File: config.mk
export PLATFORM = sky130hd
export DESIGN_NAME = str_ofs_conv_sched
export DESIGN_NICKNAME = d
export VERILOG_FILES = /design/src/rtl/str_ofs_pkg.sv /design/src/rtl/sched_sync_fifo.sv /design/src/rtl/str_ofs_conv_sched.sv
export SDC_FILE = /design/constraint.sdc
export NUM_CORES = 1
export LEC_CHECK = 0
export BUFFER_PORTS_ARGS = -buffer_cell sky130_fd_sc_hd__buf_2
export CORE_MARGIN = 2
export CORE_UTILIZATION = 30
export DETAILED_ROUTE_END_ITERATION = 16
export GPL_ROUTABILITY_DRIVEN = 1
export PLACE_DENSITY = 0.46
export RECOVER_POWER = 50
export SYNTH_ARGS = -nofsm -noshare
export SYNTH_HDL_FRONTEND = slang
export SYNTH_HIERARCHICAL = 1
export SYNTH_SLANG_ARGS = --single-unit
File: constraint.sdc
create_clock -name i_clk -period 8.45 [get_ports i_clk]
set_clock_uncertainty 0.05 [all_clocks]
set_input_delay 1.69 -clock i_clk [delete_from_list [all_inputs] [get_ports i_clk]]
set_output_delay 1.69 -clock i_clk [all_outputs]
set_load 0.02 [all_outputs]
File: src/rtl/str_ofs_pkg.sv
// rtl/str_ofs_pkg.sv - shared types, defaults and log2 helper for the str_ofs_conv scheduler
package str_ofs_pkg;

  // Bits needed to represent x; for a power-of-2 lane count, log2(NB-1) is the lane index width.
  function automatic int log2(input int x);
    int r;
    int v;
    r = 0;
    v = x;
    while (v > 0) begin
      r++;
      v = v >> 1;
    end
    return r;
  endfunction

  localparam int DEF_DATA_WIDTH = 32;
  localparam int DEF_BYTE_WIDTH = 8;
  localparam int DEF_ADDR_WIDTH = 32;
  localparam int DEF_ID_WIDTH   = 4;
  localparam int DEF_CMD_DEPTH  = 4;
  localparam int NB             = DEF_DATA_WIDTH / DEF_BYTE_WIDTH;
  localparam int OFS_W          = log2(NB - 1);

  typedef struct packed {
    logic [DEF_ADDR_WIDTH-1:0] saddr;
    logic [DEF_ADDR_WIDTH-1:0] daddr;
    logic [31:0]               blen;
    logic [DEF_ID_WIDTH-1:0]   id;
  } cmd_t;

  typedef enum logic [1:0] {IDLE, CFG, RUN, DONE} sched_st_e;

endpackage

File: src/rtl/sched_sync_fifo.sv
// rtl/sched_sync_fifo.sv - synchronous FIFO with registered full/empty flags
module sched_sync_fifo
  import str_ofs_pkg::*;
#(
  parameter int WIDTH = 8,
  parameter int DEPTH = 4
) (
  input  logic             i_clk,
  input  logic             i_rst,
  input  logic             i_wr_en,
  input  logic [WIDTH-1:0] i_wr_data,
  output logic             o_full,
  input  logic             i_rd_en,
  output logic [WIDTH-1:0] o_rd_data,
  output logic             o_empty
);

  localparam int AW = log2(DEPTH - 1);

  logic [WIDTH-1:0] r_mem [DEPTH];
  logic [AW:0]      r_wr_ptr;
  logic [AW:0]      r_rd_ptr;
  logic [AW:0]      w_wr_ptr_nxt;
  logic [AW:0]      w_rd_ptr_nxt;
  logic             r_full;
  logic             r_empty;
  logic             w_wr;
  logic             w_rd;

  assign w_wr         = i_wr_en & ~r_full;
  assign w_rd         = i_rd_en & ~r_empty;
  assign w_wr_ptr_nxt = r_wr_ptr + (AW + 1)'(w_wr);
  assign w_rd_ptr_nxt = r_rd_ptr + (AW + 1)'(w_rd);

  // Full is forced high through reset so the writer sees "not ready" until the cycle after release.
  always_ff @(posedge i_clk) begin
    if (i_rst) begin
      r_wr_ptr <= '0;
      r_rd_ptr <= '0;
      r_full   <= 1'b1;
      r_empty  <= 1'b1;
    end else begin
      r_wr_ptr <= w_wr_ptr_nxt;
      r_rd_ptr <= w_rd_ptr_nxt;
      r_full   <= (w_wr_ptr_nxt == {~w_rd_ptr_nxt[AW], w_rd_ptr_nxt[AW-1:0]});
      r_empty  <= (w_wr_ptr_nxt == w_rd_ptr_nxt);
    end
  end

  always_ff @(posedge i_clk) begin
    if (w_wr) begin
      r_mem[r_wr_ptr[AW-1:0]] <= i_wr_data;
    end
  end

  assign o_rd_data = r_mem[r_rd_ptr[AW-1:0]];
  assign o_full    = r_full;
  assign o_empty   = r_empty;

endmodule

File: src/rtl/str_ofs_conv_sched.sv
// rtl/str_ofs_conv_sched.sv - command queue and one-at-a-time scheduler for str_ofs_conv
module str_ofs_conv_sched
  import str_ofs_pkg::*;
#(
  parameter int DATA_WIDTH = DEF_DATA_WIDTH,
  parameter int BYTE_WIDTH = DEF_BYTE_WIDTH,
  parameter int ADDR_WIDTH = DEF_ADDR_WIDTH,
  parameter int ID_WIDTH   = DEF_ID_WIDTH,
  parameter int CMD_DEPTH  = DEF_CMD_DEPTH,
  localparam int LANES     = DATA_WIDTH / BYTE_WIDTH,
  localparam int OFS_BITS  = log2(LANES - 1)
) (
  input  logic                  i_clk,
  input  logic                  i_rst,
  input  logic                  i_cmd_vld,
  output logic                  o_cmd_rdy,
  input  logic [ADDR_WIDTH-1:0] i_cmd_saddr,
  input  logic [ADDR_WIDTH-1:0] i_cmd_daddr,
  input  logic [31:0]           i_cmd_blen,
  input  logic [ID_WIDTH-1:0]   i_cmd_id,
  output logic                  o_conv_vld,
  input  logic                  i_conv_rdy,
  output logic [OFS_BITS-1:0]   o_conv_s_ofs,
  output logic [OFS_BITS-1:0]   o_conv_m_ofs,
  output logic                  o_src_go,
  input  logic                  i_mon_tvld,
  input  logic                  i_mon_trdy,
  input  logic                  i_mon_tlast,
  output logic                  o_done_vld,
  input  logic                  i_done_rdy,
  output logic [ID_WIDTH-1:0]   o_done_id,
  output logic                  o_done_err,
  output logic                  o_busy
);

  // Only the address LSBs matter downstream, so the queue stores offsets rather than full addresses.
  localparam int FW = 2 * OFS_BITS + 32 + ID_WIDTH;

  sched_st_e           r_state;
  sched_st_e           w_state_nxt;
  logic [ID_WIDTH-1:0] r_id;
  logic [OFS_BITS-1:0] r_s_ofs;
  logic [OFS_BITS-1:0] r_m_ofs;
  logic [32:0]         r_exp_beats;
  logic [32:0]         r_beat_cnt;
  logic                r_err;
  logic                r_src_go;

  logic                w_full;
  logic                w_empty;
  logic                w_pop;
  logic                w_beat;
  logic [FW-1:0]       w_wr_data;
  logic [FW-1:0]       w_rd_data;
  logic [OFS_BITS-1:0] w_s_ofs;
  logic [OFS_BITS-1:0] w_m_ofs;
  logic [31:0]         w_blen;
  logic [ID_WIDTH-1:0] w_id;
  logic [32:0]         w_exp_beats;
  logic                w_unused_addr;

  assign w_wr_data     = {i_cmd_saddr[OFS_BITS-1:0], i_cmd_daddr[OFS_BITS-1:0], i_cmd_blen, i_cmd_id};
  assign w_unused_addr = ^{i_cmd_saddr[ADDR_WIDTH-1:OFS_BITS], i_cmd_daddr[ADDR_WIDTH-1:OFS_BITS]};

  sched_sync_fifo #(
    .WIDTH (FW),
    .DEPTH (CMD_DEPTH)
  ) u_cmd_fifo (
    .i_clk     (i_clk),
    .i_rst     (i_rst),
    .i_wr_en   (i_cmd_vld),
    .i_wr_data (w_wr_data),
    .o_full    (w_full),
    .i_rd_en   (w_pop),
    .o_rd_data (w_rd_data),
    .o_empty   (w_empty)
  );

  assign {w_s_ofs, w_m_ofs, w_blen, w_id} = w_rd_data;
  assign w_exp_beats = ({1'b0, w_blen} + 33'(w_m_ofs) + 33'(LANES - 1)) >> OFS_BITS;
  assign w_beat      = i_mon_tvld & i_mon_trdy;

  always_comb begin
    w_state_nxt = r_state;
    w_pop       = 1'b0;
    case (r_state)
      IDLE: begin
        if (!w_empty) begin
          w_pop       = 1'b1;
          w_state_nxt = (w_blen == 32'd0) ? DONE : CFG;
        end
      end
      CFG:  if (i_conv_rdy) w_state_nxt = RUN;
      RUN:  if (w_beat && i_mon_tlast) w_state_nxt = DONE;
      DONE: if (i_done_rdy) w_state_nxt = IDLE;
      default: w_state_nxt = IDLE;
    endcase
  end

  always_ff @(posedge i_clk) begin
    if (i_rst) begin
      r_state     <= IDLE;
      r_id        <= '0;
      r_s_ofs     <= '0;
      r_m_ofs     <= '0;
      r_exp_beats <= '0;
      r_beat_cnt  <= '0;
      r_err       <= 1'b0;
      r_src_go    <= 1'b0;
    end else begin
      r_state  <= w_state_nxt;
      r_src_go <= (r_state == CFG) && i_conv_rdy;
      if (w_pop) begin
        r_id        <= w_id;
        r_s_ofs     <= w_s_ofs;
        r_m_ofs     <= w_m_ofs;
        r_exp_beats <= w_exp_beats;
        r_beat_cnt  <= '0;
        r_err       <= (w_blen == 32'd0);
      end
      // Overlong streams keep counting so the mismatch is still caught when tlast finally arrives.
      if (r_state == RUN && w_beat) begin
        r_beat_cnt <= r_beat_cnt + 33'd1;
        if (i_mon_tlast) begin
          r_err <= (r_beat_cnt + 33'd1) != r_exp_beats;
        end
      end
    end
  end

  assign o_cmd_rdy    = ~w_full;
  assign o_conv_vld   = (r_state == CFG);
  assign o_conv_s_ofs = r_s_ofs;
  assign o_conv_m_ofs = r_m_ofs;
  assign o_src_go     = r_src_go;
  assign o_done_vld   = (r_state == DONE);
  assign o_done_id    = r_id;
  assign o_done_err   = r_err;
  assign o_busy       = ~w_empty | (r_state != IDLE);

endmodule

## After elaboration in Yosys (flattened, before gate mapping)

Memory sizes are Yosys's and may differ from the RTL's. A register that Yosys moved wholly into a read port is not among the register bits.
Cells that the tools add are included.

- Register bits: 84
- Bits in writable memories: 160
- Input port bits: 108
- Output and inout bits: 14
- Memories: 1

- Add/sub/neg operators: 5
- Equality and inequality tests: 10
- Muxes and demuxes: 16
- Bitwise gates (word level): 7
- Reduce and logical (&&, ||, !) cells: 8

Memory list:

| memory | words | width | read ports | clocked after Yosys merged registers in | wr ports | RTL line | source |
|---|---|---|---|---|---|---|---|
| u_cmd_fifo.r_mem | 4 | 40 | 1 | 1 | 1 | sched_sync_fifo.sv:20 | `logic [WIDTH-1:0] r_mem [DEPTH];` |

Operators by type and width:

| operator | count |
|---|---|
| $mux 33 | 2 |
| $add 32x2->33 | 1 |
| $add 33x1->33 const B | 1 |
| $add 33x2->33 const B | 1 |
| $ne 33x31->1 | 1 |
| $logic_not 32->1 | 1 |
| $mux 2 | 6 |
| $pmux 2 s4 | 1 |
| $mux 1 | 7 |
| $add 3x1->3 | 2 |
| $eq 3x3->1 | 2 |
| $eq 2x2->1 const B | 2 |
| $ne 2x1->1 const B | 2 |
| $ne 2x2->1 const B | 2 |
| $reduce_and 4->1 | 1 |
| $reduce_bool 2->1 | 2 |
| $and 1x1->1 | 3 |
| $logic_and 1x1->1 | 3 |
| $not 1->1 | 3 |
| $eq 2x1->1 const B | 1 |
| $logic_not 2->1 | 1 |
| $or 1x1->1 | 1 |

## Logic depth before layout (Yosys ltp)

- Depth in word-level cells: 6
- Mapped depth: 15
- Depth with buffers taken out: 12

## By module

Netlist, hierarchy kept.

By module, submodules not included:

| module | instances | cells an instance | area an instance (um^2) | seq. area each (um^2) |
|---|---|---|---|---|
| sched_sync_fifo | 1 | 243 | 6168.4 | 4964.8 |
| str_ofs_conv_sched | 1 | 629 | 4815.9 | 1521.5 |

## Worst setup path before layout

OpenSTA, ideal clock, no wires.

- Path type: input -> register
- From: input port i_cmd_vld
- To: memory u_cmd_fifo/r_mem[0][0] in the netlist's numbering, enable pin
- Data arrival time: 4.910 ns
- Slack: 2.995 ns
- Stages: 2
- Path through: nor2b_1 nor3b_1

- Word-level cells in the longest chain between the ends: 3

Ends and longest elaborated chain:

| element | RTL line | source |
|---|---|---|
| from (decl) | str_ofs_conv_sched.sv:15 | `input logic i_cmd_vld,` |
| $and 1x1->1 | sched_sync_fifo.sv:30 | `assign w_wr = i_wr_en & ~r_full;` |
| $mux 1 | sched_sync_fifo.sv:51 | `if (w_wr) begin` |
| $mux 1 (not written as such) | sched_sync_fifo.sv:52 | `r_mem[r_wr_ptr[AW-1:0]] <= i_wr_data;` |
| to (decl) | sched_sync_fifo.sv:20 |  |

Every way passes these cells.

## Worst setup path in the final report

- From: input port i_rst
- To: register u_cmd_fifo.r_rd_ptr[0]

RTL lines:

| element | RTL line | source |
|---|---|---|
| from (decl) | str_ofs_conv_sched.sv:14 | `input logic i_rst,` |
| to (signal assigned) | sched_sync_fifo.sv:44 | `r_rd_ptr <= w_rd_ptr_nxt;` |
| to (decl) | sched_sync_fifo.sv:22 | `logic [AW:0] r_rd_ptr;` |

No word-level cell between the ends.

==> out/results.tsv <==
metric	value	unit
status	finished, violations left	
failing checks	capacitance limit, slew limit	
area delta synth->final	13.6	%
first-pass GRT wire length	39.0	mm
clock sink count	244	
maxcap violations	3	
pre-CTS WS	4.01	ns
CP arrival	4.92	ns
initial antenna violation count	0	
worst slew pin tran	3.94	ns
Critical R2R Launch	u_cmd_fifo/r_rd_ptr[0]	
Vias	6920	
Overall Global Routing Usage	0.130	
met3 track demand over resource	0.0235	
syn_nets	993	
Synth Area per Inst	12.6	um^2
ys flop type	edfxtp_1	
post-synth cell types	66	
share of cells above drive strength 1	0.133	
unrepaired setup endpoints after global routing	false	
P_leak	3.83	nW
buffers added on ports	61	
critical path's top delay family	buffers and inverters	
worst setup margin	3.67	ns
Synth Area in XOR/XNOR	0.0619	
Final Cycle Share	0.566	
CP Launch Type	primary input	
fin crit period	4.78	ns
Core Rows	70	
fmax	209	MHz
drt via density	4.89	
RR Endpoint	r_exp_beats[25]	
Post-CTS Hold Fix Bufs	0	
Initial Utilization	0.302	
CP endpoint	u_cmd_fifo/r_rd_ptr[0]	
Starting DRT DRC Count	469	
CP max stage delay	2.76	ns
flip-flop and latch area	0.00649	mm^2
Async SR Flop Fraction	0	
DP HPWL	15.8	mm
vias in the first global route	6779	
Crit Path Class	in -> reg	
CTS buffer count	27	
WL/cell	17.5	um
crit path max-delay cell type	clkbuf_1	
#FFs+latches synth	244	
Seq/Total Area, Yosys	0.591	
Simple-Gate Fraction of Synth Area	0.130	
reg2reg path depth	13	
pin count of the biggest net entering global routing	85	
Worst Path Buf+Inv	2	
crit-path cells	buf_2 -> clkbuf_1 -> nor2b_1	
mux contribution to synthesized area	0.0829	
Setup violations, final	0	
reg2reg setup slack	3.99	ns
setup TNS after final layout	0	ns
FILL cells	3573	
TritonRoute pass-1 iters	4	
nets	1048	
Crit. path cell count	3	
worst hold path class	reg -> reg	
Syn Inst Count	872	
IO Pins	122	
die width	195	um
Fin. Hold Viols	0	
Setup crit end kind	flip-flop	
Slew headroom	-1.63	
CP max FO	84	
crit path launch	i_rst	
GRT busiest layer	met2	
Placer Congestion	0.757	
CTS resizes	0	
Root Driver	clkbuf_16	
CTS tree	done	
clk_lat worst skew	0.53	ns
Syn Std Cell Area	0.0110	mm^2
number of synthesized flops with an enable pin	160	
H-tree Lvls	1	
CTS clk-pin slew, worst paths	0.06	ns
WL final	24.7	mm
routing usage on met2	0.215	
pwr dens	230	mW/mm^2
core area	0.0363	mm^2
ant diodes	0	
adder and majority gate portion of the synthesized area	0.0155	
die area	0.0382	mm^2
compound-gate portion of the synthesized area	0.0863	
multi-input logic area	0.00416	mm^2
DRC Markers	0	
Worst VDD drop	0.000173	V
placed cell area	0.0117	mm^2
met1 Usage GRT	0.177	
Max Slew Vio Count	167	
Post-CTS Setup Bufs	0	
WP data required	8.58	ns
Synth warnings	6	
Overflow after GRT	0	
clk buf depth	3	
post-route cell area	0.0125	mm^2
largest family of logic cells by synthesized area	simple AND/OR/NAND/NOR gates	
Antenna Nets Post-Route	0	
Die Ht	195	um
## state kept, by name (all words and copies together), names as in the netlist
name / flops
u_cmd_fifo/r_mem: 160
r_exp_beats: 31
u_cmd_fifo/o_full: 1
o_done_id: 4
r_beat_cnt: 33
r_state: 2
o_conv_s_ofs: 2
o_done_err: 1
o_src_go: 1
o_conv_m_ofs: 2
u_cmd_fifo/r_wr_ptr: 3
u_cmd_fifo/o_empty: 1
u_cmd_fifo/r_rd_ptr: 3
## where the power goes
group | internal (mW) | total, mW | switching (mW)
registers | 1.33 | 1.38 | 0.0436
logic | 0.154 | 0.386 | 0.232
clock network | 0.642 | 1.11 | 0.465
## metal layers
layer / up-vias / part of all wire
met1: 3386 / 0.48
li1: 3406 / -
met4: 0 / 0.019
met3: 33 / 0.036
met2: 95 / 0.47
met5: - / 0
## final cells by class
class,count,share of cell area
flip-flops and latches,244,0.520
well taps,468,0.0469
multi-input cells,557,0.333
clock buffers,28,0.0544
clock inverters,20,0.0125
inverters,23,0.00692
repair buffers,74,0.0265
## cell families (layout without fill, tap and decap cells)
group | Yosys count | count (layout)
and+or+nand+nor | 285 | 285
DFF | 244 | 244
AOI/OAI and AO/OA | 142 | 142
xor gates and xnor gates | 76 | 76
buffers and inverters | 71 | 145
muxes | 41 | 41
adders and majority gates | 13 | 13
## worst reg2reg max path, cell delays in order, from the launching register on
cell and delay [ns]:
dfxtp_2 0.31, buf_4 0.66, mux4_2 0.72, inv_1 0.11, ha_1 0.22, o21ba_2 0.26, fa_1 0.27, nand2_1 0.11
nor2_1 0.35, nand3_1 0.22, or2_2 0.41, nor3_1 0.23, xnor2_1 0.15, a211oi_1 0.09
## placed cells by master (no fill, tap or decap), types with 17 or more instances in the layout
cell type  synthesis  layout
edfxtp_1         160     160
dfxtp_1           84      82
nor2_1            76      75
nand2_1           64      64
clkbuf_1          32      53
xnor2_1           52      52
a21oi_1           42      42
mux4_2            40      40
a211oi_1          29      29
nand3_1           27      27
clkbuf_16          0      27
o21ai_0           25      25
xor2_1            23      23
nor3_1            22      22
inv_1             22      22
nor4_1            18      18
nand4_1           17      17
## metrics by stage
step                instances  total power [mW]  hold WS [ns]   util
global route             1414              3.01         0.422  0.343
finish                   1414              2.87         0.401  0.343
global placement         1366              1.80         0.392  0.322
floorplan                 872              1.68         0.394      -
detailed placement       1366              1.80         0.395  0.322
CTS                      1414              2.92         0.402  0.345
## synth_stat cells, types with 4 or more instances
library cell	n	area share
nand4_1	17	0.0097
nor3_1	22	0.010
nand2_1	64	0.022
buf_12	4	0.0073
nor2b_1	9	0.0051
or4_1	6	0.0041
nand3_1	27	0.012
ha_1	12	0.014
o31ai_1	5	0.0034
buf_2	8	0.0036
nor4_1	18	0.010
a31oi_1	9	0.0051
mux4_2	40	0.082
xnor2_1	52	0.041
nor2_1	76	0.026
xor2_1	23	0.018
edfxtp_1	160	0.44
a311oi_1	9	0.0072
o21ai_0	25	0.011
a211oi_1	29	0.020
dfxtp_1	84	0.15
inv_1	22	0.0075
and3_1	10	0.0057
clkbuf_1	32	0.011
or3_1	8	0.0046
a21oi_1	42	0.019
and2_1	5	0.0028
## worst min-delay path by stage
| stage | startpoint | slack, ns | to | depth (start not counted) |
|---|---|---|---|---|
| 5_1_grt | o_conv_m_ofs[1] | 0.42 | o_conv_m_ofs[1] | 2 |
| 6_report | o_conv_m_ofs[1] | 0.40 | o_conv_m_ofs[1] | 2 |
| 4_1_cts | o_conv_m_ofs[1] | 0.40 | o_conv_m_ofs[1] | 2 |
| 3_5_place_dp | o_conv_s_ofs[1] | 0.39 | o_conv_s_ofs[1] | 2 |
| 2_1_floorplan | r_exp_beats[30] | 0.39 | r_exp_beats[30] | 2 |
| 3_3_place_gp | o_conv_s_ofs[1] | 0.39 | o_conv_s_ofs[1] | 2 |
No activity file was read; power rests on OpenSTA's default activity.
